--- src/rtl/counter_sequencer_pkg.sv ---
// Shared encodings for the counter sequencer: downstream counter modes and
// the sequencer FSM states.
package counter_sequencer_pkg;

    typedef enum logic [1:0] {
        MODE_UP1  = 2'b00,
        MODE_DN1  = 2'b01,
        MODE_DN3  = 2'b10,
        MODE_LOAD = 2'b11
    } mode_e;

    typedef enum logic [1:0] {
        ST_IDLE = 2'b00,
        ST_LOAD = 2'b01,
        ST_RUN  = 2'b10,
        ST_DONE = 2'b11
    } state_e;

endpackage

--- src/rtl/counter_sequencer.sv ---
// Command sequencer for a 4-bit up/down/load counter: accepts one command at a
// time, drives mode/D/enable, and reports rco count and final Q of each command.
module counter_sequencer
    import counter_sequencer_pkg::*;
#(
    parameter int CYCW     = 8,
    parameter int LOAD_TMO = 4
) (
    input  logic            clk,
    input  logic            reset,
    input  logic            cmd_valid,
    output logic            cmd_ready,
    input  logic [1:0]      cmd_mode,
    input  logic [3:0]      cmd_data,
    input  logic [CYCW-1:0] cmd_cycles,
    input  logic            abort,
    input  logic            rco,
    input  logic            load,
    input  logic [3:0]      Q,
    output logic [1:0]      mode,
    output logic [3:0]      D,
    output logic            enable,
    output logic            busy,
    output logic            done,
    output logic            aborted,
    output logic            load_err,
    output logic [CYCW-1:0] rco_count,
    output logic [3:0]      last_q
);

    localparam int TMOW = (LOAD_TMO > 1) ? $clog2(LOAD_TMO) : 1;
    localparam logic [TMOW-1:0] TMO_LAST = TMOW'(LOAD_TMO - 1);

    state_e          state;
    logic [CYCW-1:0] cyc_cnt;
    logic [TMOW-1:0] tmo_cnt;

    always_ff @(posedge clk or negedge reset) begin
        if (!reset) begin
            state     <= ST_IDLE;
            mode      <= MODE_UP1;
            D         <= 4'd0;
            enable    <= 1'b0;
            busy      <= 1'b0;
            cmd_ready <= 1'b1;
            done      <= 1'b0;
            aborted   <= 1'b0;
            load_err  <= 1'b0;
            rco_count <= '0;
            last_q    <= 4'd0;
            cyc_cnt   <= '0;
            tmo_cnt   <= '0;
        end else begin
            done <= 1'b0;
            case (state)
                ST_IDLE: begin
                    if (cmd_valid && cmd_ready) begin
                        mode      <= cmd_mode;
                        D         <= cmd_data;
                        rco_count <= '0;
                        aborted   <= 1'b0;
                        load_err  <= 1'b0;
                        busy      <= 1'b1;
                        cmd_ready <= 1'b0;
                        cyc_cnt   <= cmd_cycles;
                        tmo_cnt   <= '0;
                        if (cmd_mode == MODE_LOAD) begin
                            state  <= ST_LOAD;
                            enable <= 1'b1;
                        end else if (cmd_cycles == '0) begin
                            state  <= ST_DONE;
                        end else begin
                            state  <= ST_RUN;
                            enable <= 1'b1;
                        end
                    end
                end

                // The load strobe is a single-cycle pulse; afterwards we only
                // wait for the counter's acknowledge or the timeout.
                ST_LOAD: begin
                    enable <= 1'b0;
                    if (abort) begin
                        aborted <= 1'b1;
                        state   <= ST_DONE;
                    end else if (load) begin
                        state <= ST_DONE;
                    end else if (tmo_cnt == TMO_LAST) begin
                        load_err <= 1'b1;
                        state    <= ST_DONE;
                    end else begin
                        tmo_cnt <= tmo_cnt + TMOW'(1);
                    end
                end

                ST_RUN: begin
                    if (rco && (rco_count != '1)) begin
                        rco_count <= rco_count + CYCW'(1);
                    end
                    // Final cycle wins over abort so a late abort is a normal finish.
                    if (cyc_cnt == CYCW'(1)) begin
                        enable <= 1'b0;
                        state  <= ST_DONE;
                    end else if (abort) begin
                        enable  <= 1'b0;
                        aborted <= 1'b1;
                        state   <= ST_DONE;
                    end else begin
                        cyc_cnt <= cyc_cnt - CYCW'(1);
                    end
                end

                ST_DONE: begin
                    done      <= 1'b1;
                    last_q    <= Q;
                    busy      <= 1'b0;
                    cmd_ready <= 1'b1;
                    enable    <= 1'b0;
                    state     <= ST_IDLE;
                end

                default: begin
                    state <= ST_IDLE;
                end
            endcase
        end
    end

endmodule

--- config.mk ---
export PLATFORM = sky130hd
export DESIGN_NAME = counter_sequencer
export DESIGN_NICKNAME = d
export VERILOG_FILES = /design/src/rtl/counter_sequencer_pkg.sv /design/src/rtl/counter_sequencer.sv
export SDC_FILE = /design/constraint.sdc
export NUM_CORES = 1
export LEC_CHECK = 0
export ABC_AREA = 1
export CAP_MARGIN = 20
export CORE_UTILIZATION = 50
export CTS_BUF_LIST = sky130_fd_sc_hd__clkbuf_4 sky130_fd_sc_hd__clkbuf_8 sky130_fd_sc_hd__clkbuf_16
export DETAILED_ROUTE_END_ITERATION = 7
export GPL_TIMING_DRIVEN = 0
export PLACE_DENSITY = 0.8
export SYNTH_ARGS = -nofsm -noshare
export SYNTH_HDL_FRONTEND = slang
export SYNTH_SLANG_ARGS = --single-unit
export TNS_END_PERCENT = 20
--- constraint.sdc ---
create_clock -name clk -period 1.6 [get_ports clk]
set_input_delay 0.24 -clock clk [delete_from_list [all_inputs] [get_ports clk]]
set_output_delay 0.24 -clock clk [all_outputs]
set_load 0.02 [all_outputs]
==> results of run 1 <==
## stage by stage
stage	hold WS (ns)	utilization	setup TNS, ns	setup slack, ns	total power, mW
2_1_floorplan	-0.05559	-	0	0.1263	3.331
3_5_place_dp	0.3758	0.6541	-0.1060	-0.03762	4.215
6_report	0.03425	0.7166	0	0.05734	5.346
4_1_cts	0.06454	0.6938	0	0.000009437	5.165
3_3_place_gp	0.4524	0.6553	-18.96	-0.5378	4.147
5_1_grt	0.09333	0.7166	-0.08755	-0.03438	5.753
## synth_stat cells (3+ instances only)
cell type,instances
mux2_2,6
o21ai_0,14
ha_1,8
inv_1,26
o21ai_2,3
nand4_1,5
dfrtp_1,35
or2_2,3
nand3_1,20
o21ai_1,7
nor2_1,23
nand2_1,101
## logic make-up (layout without fill, tap and decap cells)
group,Yosys count,count (layout),share of synthesized area
simple gates,159,160,0.3295
flops,36,36,0.4320
fa+ha+maj,8,8,0.04793
buf+inv,32,95,0.06830
compound gates,31,31,0.08987
mux,6,6,0.03235
## final cells by class
type | count | share of cell area
flip-flops and latches | 36 | 0.3147
repair buffers | 55 | 0.1916
well taps | 50 | 0.02182
inverters | 28 | 0.03841
multi-input cells | 205 | 0.3745
clock inverters | 1 | 0.01048
clock buffers | 7 | 0.03361
plain buffers | 4 | 0.01484
## report_power, final
part,leakage (nW),total [mW],switching (mW),internal [mW]
registers,0.459,1.56,0.274,1.28
clock network,0.0645,0.878,0.329,0.550
logic,0.980,2.91,1.63,1.28
total,1.50,5.35,2.23,3.11
## registers in the layout, summed over array words and instances (netlist names), 2 cells and up
register   count
cyc_cnt        8
rco_count      8
D              4
last_q         4
mode           2
state          2
tmo_cnt        2
## routing by layer
| metal | global-route usage | vias to the layer above | wire length (um) | part of all wire |
|---|---|---|---|---|
| li1 | - | 1003 | - | - |
| met1 | 0.2649 | 905 | 1987 | 0.43 |
| met2 | 0.3927 | 36 | 2409 | 0.52 |
| met3 | 0.06849 | 6 | 183 | 0.039 |
| met4 | 0.07181 | 0 | 58 | 0.013 |
| met5 | 0 | - | 0 | 0 |
## worst min path at each step
stage / start / depth (start not counted) / slack (ns) / end
global placement: last_q[1] / 2 / 0.45 / last_q[1]
floorplan: reset / 0 / -0.06 / D[0]
global route: reset / 1 / 0.09 / load_err
detailed placement: reset / 1 / 0.38 / load_err
CTS: reset / 1 / 0.06 / load_err
finish: reset / 1 / 0.03 / load_err
## repair_timing
action | 4_1_cts | 5_1_grt
gates resized for setup | 5 | 18
setup endpoints to repair | 16 | 25
pin swaps | 2 | 4
hold buffers | 0 | 0
buffers inserted | 3 | 5
cloned | 1 | 0
## worst max-delay path, cell delays in order, from the launching register on
cell and delay (ns):
dfrtp_1 0.39, inv_1 0.09, ha_2 0.21, clkinv_1 0.23, nor2_1 0.19, o21ai_2 0.10
nand2_1 0.07, nor2_1 0.05, nand2_1 0.05, nand2_1 0.05
==> reports/results.ini, run 1 <==
[status]
outcome = finished, final reports clean

[sta]
finalMaxSlewViolations = 0
worst_slew_pin_slew_ns = 0.8123
max-slew-margin-rel = 0.4585
rsz0062_at_grt = yes
finalHoldViolations = 0
timing.fmax_mhz = 648.2
post-route-period-util = 0.9642
setup_viol = 0
finalClockSkew_ns = 0.002403
min_period_ns = 1.543

[synth]
synth_seq_area_share = 0.4320
ys_warn_count = 0
ys_seq_elements = 36
netlist.area_leader.share = 0.4194
syn_area_um2 = 2088
ys_types = 28
postSynthAreaPerCell_um2 = 7.677
netlist.top_cell.by_area = dfrtp_1
syn_nets = 304
synth_flop_cell = dfrtp_1
synth-edff-count = 0
synthArstFlopShare = 1.000
synth_area_leaders = dfrtp_1 (42%), nand2_1 (18%), ha_1 (4.8%)
synthCells = 272

[die]
dieArea_um2 = 4439
io_pins = 48
fp.dieW_um = 66.63
rows = 23
coreArea_um2 = 4000
die_y_um = 66.63
floorplan.initialDensity = 0.5221

[critical_path]
r2r-start = state[0]
path_max_fanout = 10
timing.reg2reg.setup_slack_ns = 0.06
reg2reg_depth = 9
end_kind = flop
path_class = reg -> reg
critical_path.startpoint_type = flop
required_ns = 1.78
r2r-end = state[0]
startpoint = state[0]
crit_end = state[0]
crit_arrival_ns = 1.72

[clock_network]
cts_buffers = 5
htreeDepth = 2
cts_sinks = 36
root_buffer = clkbuf_8
path_clk_slew_ns = 0.07
cts_buffer_depth = 2
clock_latency_ns = 0.29
cts_tree = done

[final_layout]
fill_cells = 331
most-common-layout-cells = nand2_1 (99), clkdlybuf4s50_1 (37), dfrtp_1 (35), inv_1 (23), nor2_1 (23)
multi_input_area_um2 = 1074
nNetsFinal = 367
syn_to_final_growth_pct = 37.27
final_common_cell = nand2_1
fin_area_um2 = 2867
n_antenna_cell = 0
fin_cells = 386
regArea_um2 = 902.1
drive_gt1_frac = 0.1548

[place]
io_buffers = 47
dp_hpwl_mm = 3.254
placed_area_um2 = 2616
routabilityCongestion = 0.8285
dp_cells = 369

[global_routing]
grt-ovfl-total = 0
grtUsageTotal = 0.2266
grt_pass1_vias = 1723
grt_pass1_wl_mm = 7.521
antenna_found_initial = 0
grt_max_degree = 37

[job]
cap_violations = 0

[pwr]
vdd_ir_drop_max_uv = 1091
p_leak_nw = 1.504
p_per_area_nw_per_um2 = 1865

[drt]
route.detailed.drc = 0
routed_wirelength_mm = 4.638
drt-initial-drc-count = 100
ant_nets = 0
vias = 1950
viasPerCell = 5.052
dr.pass1.iters = 6
wl_per_cell_um = 12.02

[worst_hold_path]
hold_class = in -> async

Power figures use the tool's default switching activity.
==> run 2, diff against run 1 <==
--- a/config.mk
+++ b/config.mk
@@ -7,10 +7,10 @@
 export LEC_CHECK = 0
 export ABC_AREA = 1
 export CAP_MARGIN = 20
+export CORE_MARGIN = 2
 export CORE_UTILIZATION = 50
 export CTS_BUF_LIST = sky130_fd_sc_hd__clkbuf_4 sky130_fd_sc_hd__clkbuf_8 sky130_fd_sc_hd__clkbuf_16
 export DETAILED_ROUTE_END_ITERATION = 7
-export GPL_TIMING_DRIVEN = 0
 export PLACE_DENSITY = 0.8
 export SYNTH_ARGS = -nofsm -noshare
 export SYNTH_HDL_FRONTEND = slang
==> run 2 against run 1 <==
Against the previous run: sequential power is essentially flat; sequential cell count is the same; clock power shrank 7.7%; combinational power shrank 7%; total power shrank 5.1%; critical path depth shrank 8; cell area shrank 2.6%; via count shrank 0.46%; utilization shrank 1.8 points; fmax grew 1.9%; die area grew 6.1%; global-route usage shrank 0.88 points.
==> reports/results.ini, run 2 (same netlist as run 1, synthesis figures left out) <==
[final_layout]
drive_gt1_frac = 0.1231  ; -0.03164
final_common_cell = nand2_1
syn_to_final_growth_pct = 33.73
top_regs = cyc_cnt x8, rco_count x8
nNetsFinal = 364  ; -0.82%
most-common-layout-cells = nand2_1 (101), clkdlybuf4s50_1 (38), dfrtp_1 (34), inv_1 (26), nor2_1 (23)
n_antenna_cell = 0  ; unchanged
finish.utilization = 0.6982  ; -0.01845

[critical_path]
crit_family = buffers and inverters
path_class = reg -> out
path_max_fanout = 3  ; -7
cp_cell_sequence = clkdlybuf4s50_1
crit_slowest_cell = clkdlybuf4s50_1
required_ns = 1.36  ; -0.42 ns
critical_path.startpoint_type = flop
end_kind = output pin
slowest_delay_ns = 0.62  ; +0.23 ns
critical_path_buf_inv_count = 1  ; -1
crit_arrival_ns = 1.27  ; -0.45 ns

[sta]
max-slew-margin-rel = 0.8071  ; +0.3486
rsz0062_at_grt = no
setup_viol = 0  ; unchanged
post-route-period-util = 0.9466  ; -0.01756
finalMaxSlewViolations = 0  ; unchanged
finalClockSkew_ns = 0.009091  ; +0.006688 ns
tns_ns = 0  ; unchanged
worst_slew_pin_slew_ns = 0.2887  ; -0.5236 ns
setup_slack_ns = 0.08543  ; +0.02809 ns
timing.fmax_mhz = 660.3  ; +1.9%
min_period_ns = 1.515  ; -0.02809 ns
finalHoldViolations = 0  ; unchanged

[place]
routabilityCongestion = 0.8639  ; +4.3%
io_buffers = 47  ; unchanged
dp_slack_ns = 0.01557  ; +0.05319 ns
dp_hpwl_mm = 3.352  ; +3.0%

[clock_network]
cts_buffer_depth = 2  ; unchanged
postCtsHoldBufs = 0  ; unchanged
path_clk_slew_ns = 0.07  ; about the same
cts_tree = done
htreeDepth = 2  ; unchanged
cts_buffers = 5  ; unchanged
cts_sinks = 36  ; unchanged
root_buffer = clkbuf_8
clock_latency_ns = 0.29  ; about the same

[die]
rows = 23  ; unchanged
io_pins = 48  ; unchanged
die_y_um = 68.63  ; +3.0%
fp.dieW_um = 68.63  ; +3.0%
floorplan.initialDensity = 0.5221  ; unchanged
dieArea_um2 = 4709  ; +6.1%
coreArea_um2 = 4000  ; unchanged

[worst_hold_path]
hold_class = in -> async

[drt]
routed_wirelength_mm = 4.580  ; -1.3%
route.detailed.drc = 0  ; unchanged
drt-initial-drc-count = 152  ; +52%
dr.pass1.iters = 4  ; -2
wl_per_cell_um = 11.96  ; -0.48%
ant_nets = 0  ; unchanged
vias = 1941  ; -0.46%
viasPerCell = 5.068  ; +0.32%

[status]
outcome = finished, final reports clean

[pwr]
vdd_ir_drop_max_uv = 1057  ; -3.2%
p_leak_nw = 1.451  ; -3.5%
p_per_area_nw_per_um2 = 1817  ; -2.6%

[global_routing]
grt_pass1_vias = 1783  ; +3.5%
grt-ovfl-total = 0  ; unchanged
grt_pass1_wl_mm = 7.748  ; +3.0%
grtUsageTotal = 0.2178  ; -0.008847
antenna_found_initial = 0  ; unchanged
grt_max_degree = 37  ; unchanged

[job]
cap_violations = 0  ; unchanged

==> run 2: cell types whose count changed in the layout (fill, tap and decap cells not counted), sizes merged <==
cell           delta
buf               -3
clkbuf            -1
clkdlybuf4s50     +1
clkinv            +1
dlygate4sd2       +2
dlymetal6s2s      -2
nand2             -1
==> run 2: routing by layer <==
layer / vias to the layer above / GRT usage / part of all wire
met2: 39 / 0.3654 / 0.49
met1: 902 / 0.2710 / 0.44
met3: 9 / 0.06169 / 0.049
met4: 0 / 0.06500 / 0.014
li1: 991 / - / -
met5: - / 0 / 0
==> run 2: worst paths after layout <==
kind	startpoint	end	slack (ns)	depth (start not counted)
max	aborted	aborted	0.09	1
min	reset	cyc_cnt[0]	0.32	2
max reg2reg	state[1]	rco_count[3]	0.13	7
min reg2reg	last_q[0]	last_q[0]	0.48	2
max in group asynchronous	reset	cmd_ready	1.03	2
min in group clk	last_q[0]	last_q[0]	0.48	2
==> run 2: final cells by class <==
| type | count | area (um^2) |
|---|---|---|
| Clock inverter | 2 | 35.03 |
| Fill cell | 319 | 1207 |
| Sequential cell | 36 | 903.4 |
| Clock buffer | 6 | 76.32 |
| Multi-Input combinational cell | 204 | 1046 |
| Tap cell | 50 | 62.56 |
| Timing Repair Buffer | 57 | 561.8 |
| Inverter | 28 | 107.6 |
==> run 2: per-stage QoR <==
step | cell area, um^2 | power (mW) | hold slack, ns | cells
after detailed placement | 2659 | 4.245 | 0.4625 | 373
after global routing | 2793 | 5.509 | 0.3288 | 383
final | 2793 | 5.074 | 0.3182 | 383
after global placement | 2659 | 4.170 | 0.4578 | 373
after floorplan | 2088 | 3.331 | -0.05559 | 272
after CTS | 2764 | 5.055 | 0.3180 | 381
==> run 2: what timing repair did <==
| action | 4_1_cts | 5_1_grt |
|---|---|---|
| endpoints found under the setup margin | 5 | 23 |
| resized for setup | 5 | 6 |
| buffers inserted | 0 | 2 |
==> run 2: report_power, final <==
group	internal (mW)	switching, mW	total [mW]
Combinational	1.15	1.55	2.71
Sequential	1.29	0.271	1.56
Clock	0.479	0.331	0.810
==> run 3, diff against run 2 <==
==> constraint.sdc (replaced) <==
create_clock -name clk -period 1.6 [get_ports clk]
set_input_delay 0.24 -clock clk [delete_from_list [all_inputs] [get_ports clk]]
set_output_delay 0.24 -clock clk [all_outputs]
set_load 0.01 [all_outputs]
==> run 3 against run 2 <==
Against the previous run: cell area shrank 0.13%; critical endpoint is now rco_count[6]; global-route usage is the same; worst setup slack lost 0.024 ns; total power shrank 3.1%; sequential power is essentially flat; sequential cell count is the same; hold slack gained 0.0016 ns; critical path type unchanged; first-iteration DRC count shrank 2.6%; cell count is the same; critical path depth is the same; clock skew grew 0.0016 ns; wire length grew 0.17%.
==> reports/results.ini, run 3 (same netlist as run 1, synthesis figures left out) <==
[sta]
finalHoldViolations = 0  ; unchanged
worst_slew_pin_slew_ns = 0.2883  ; -0.0003402 ns
setup_viol = 0  ; unchanged
finalMaxSlewViolations = 0  ; unchanged
setup_slack_ns = 0.06139  ; -0.02404 ns
timing.fmax_mhz = 649.9  ; -1.6%
tns_ns = 0  ; unchanged
post-route-period-util = 0.9616  ; +0.01502
min_period_ns = 1.539  ; +0.02404 ns
finalClockSkew_ns = 0.01069  ; +0.001600 ns
max-slew-margin-rel = 0.8073  ; about the same
rsz0062_at_grt = no

[critical_path]
end_kind = output pin
slowest_delay_ns = 0.57  ; -0.05 ns
path_class = reg -> out
path_max_fanout = 6  ; +3
cp_cell_sequence = clkdlybuf4s50_1
crit_slowest_cell = clkdlybuf4s50_1
crit_arrival_ns = 1.30  ; +0.03 ns
crit_family = buffers and inverters
critical_path_buf_inv_count = 1  ; unchanged
critical_path.startpoint_type = flop
required_ns = 1.36  ; about the same

[final_layout]
fin_area_um2 = 2789  ; -0.13%
n_antenna_cell = 0  ; unchanged
nNetsFinal = 364  ; unchanged
final_common_cell = nand2_1
drive_gt1_frac = 0.1261  ; +0.003003
most-common-layout-cells = nand2_1 (101), clkdlybuf4s50_1 (46), dfrtp_1 (33), inv_1 (26), nor2_1 (23)
syn_to_final_growth_pct = 33.55
top_regs = cyc_cnt x8, rco_count x8

[drt]
drt-initial-drc-count = 148  ; -2.6%
dr.pass1.iters = 4  ; unchanged
routed_wirelength_mm = 4.588  ; +0.17%
wl_per_cell_um = 11.98  ; +0.17%
route.detailed.drc = 0  ; unchanged
viasPerCell = 5.060  ; -0.15%
vias = 1938  ; -0.15%
ant_nets = 0  ; unchanged

[global_routing]
antenna_found_initial = 0  ; unchanged
grtUsageTotal = 0.2178  ; unchanged
grt_pass1_wl_mm = 7.748  ; unchanged
grt_max_degree = 37  ; unchanged
grt-ovfl-total = 0  ; unchanged
grt_pass1_vias = 1783  ; unchanged

[clock_network]
cts_buffers = 5  ; unchanged
cts_tree = done
clock_latency_ns = 0.29  ; about the same
root_buffer = clkbuf_8
htreeDepth = 2  ; unchanged
cts_sinks = 36  ; unchanged
cts_buffer_depth = 2  ; unchanged
path_clk_slew_ns = 0.08  ; about the same

[place]
dp_hpwl_mm = 3.352  ; unchanged
io_buffers = 47  ; unchanged
dp_slack_ns = 0.01557  ; unchanged
placed_area_um2 = 2659  ; unchanged
routabilityCongestion = 0.8639  ; unchanged

[die]
dieArea_um2 = 4709  ; unchanged
fp.dieW_um = 68.63  ; unchanged
io_pins = 48  ; unchanged
coreArea_um2 = 4000  ; unchanged
die_y_um = 68.63  ; unchanged
floorplan.initialDensity = 0.5221  ; unchanged
rows = 23  ; unchanged

[job]
cap_violations = 0  ; unchanged

[pwr]
p_per_area_nw_per_um2 = 1763  ; -3.0%
p_leak_nw = 1.359  ; -6.4%
vdd_ir_drop_max_uv = 1022  ; -3.3%

[status]
outcome = finished, final reports clean

[worst_hold_path]
hold_class = in -> async

run 3: what timing repair did:
| item | CTS | global route |
|---|---|---|
| buffers inserted | 0 | 2 |
| resized for setup | 1 | 3 |
| hold buffers | 0 | 0 |
| setup endpoints to repair | 1 | 21 |
run 3: area by class of cell:
cell class                 instances  area [um^2]
inverter                          28        107.6
timing repair buffer              57        556.8
fill                             317         1211
multi-input combinational        204         1046
tap                               50        62.56
clock buffer                       6        76.32
clock inverter                     2        35.03
sequential                        36        904.6
run 3: final timing paths:
| check | startpoint | to | slack [ns] | cells past startpoint |
|---|---|---|---|---|
| worst min-delay path | reset | cyc_cnt[0] | 0.32 | 2 |
| worst max-delay path | rco_count[6] | rco_count[6] | 0.06 | 1 |
| worst max register to register | state[1] | rco_count[3] | 0.13 | 7 |
| worst min register to register | last_q[0] | last_q[0] | 0.48 | 2 |
| min in group clk | last_q[0] | last_q[0] | 0.48 | 2 |
| max in group asynchronous | reset | cmd_ready | 1.03 | 2 |
run 3: layer usage:
| layer | GRT usage | part of all wire | up-vias |
|---|---|---|---|
| met3 | 0.06169 | 0.044 | 9 |
| met2 | 0.3654 | 0.50 | 33 |
| met1 | 0.2710 | 0.45 | 907 |
| met5 | 0 | 0 | - |
| met4 | 0.06500 | 0.014 | 0 |
| li1 | - | - | 989 |
run 3: report_power, final:
group	internal, mW	switching [mW]	total, mW
clock network	0.480	0.333	0.812
registers	1.29	0.273	1.56
logic	1.16	1.38	2.55
run 3: metrics by stage:
stage | cells | power, mW | utilization | hold slack [ns]
CTS | 381 | 4.893 | 0.6922 | 0.3180
finish | 383 | 4.917 | 0.6972 | 0.3198
floorplan | 272 | 3.165 | - | -0.05559
detailed placement | 373 | 4.075 | 0.6647 | 0.4625
global route | 383 | 5.353 | 0.6972 | 0.3261
global placement | 373 | 4.000 | 0.6647 | 0.4578
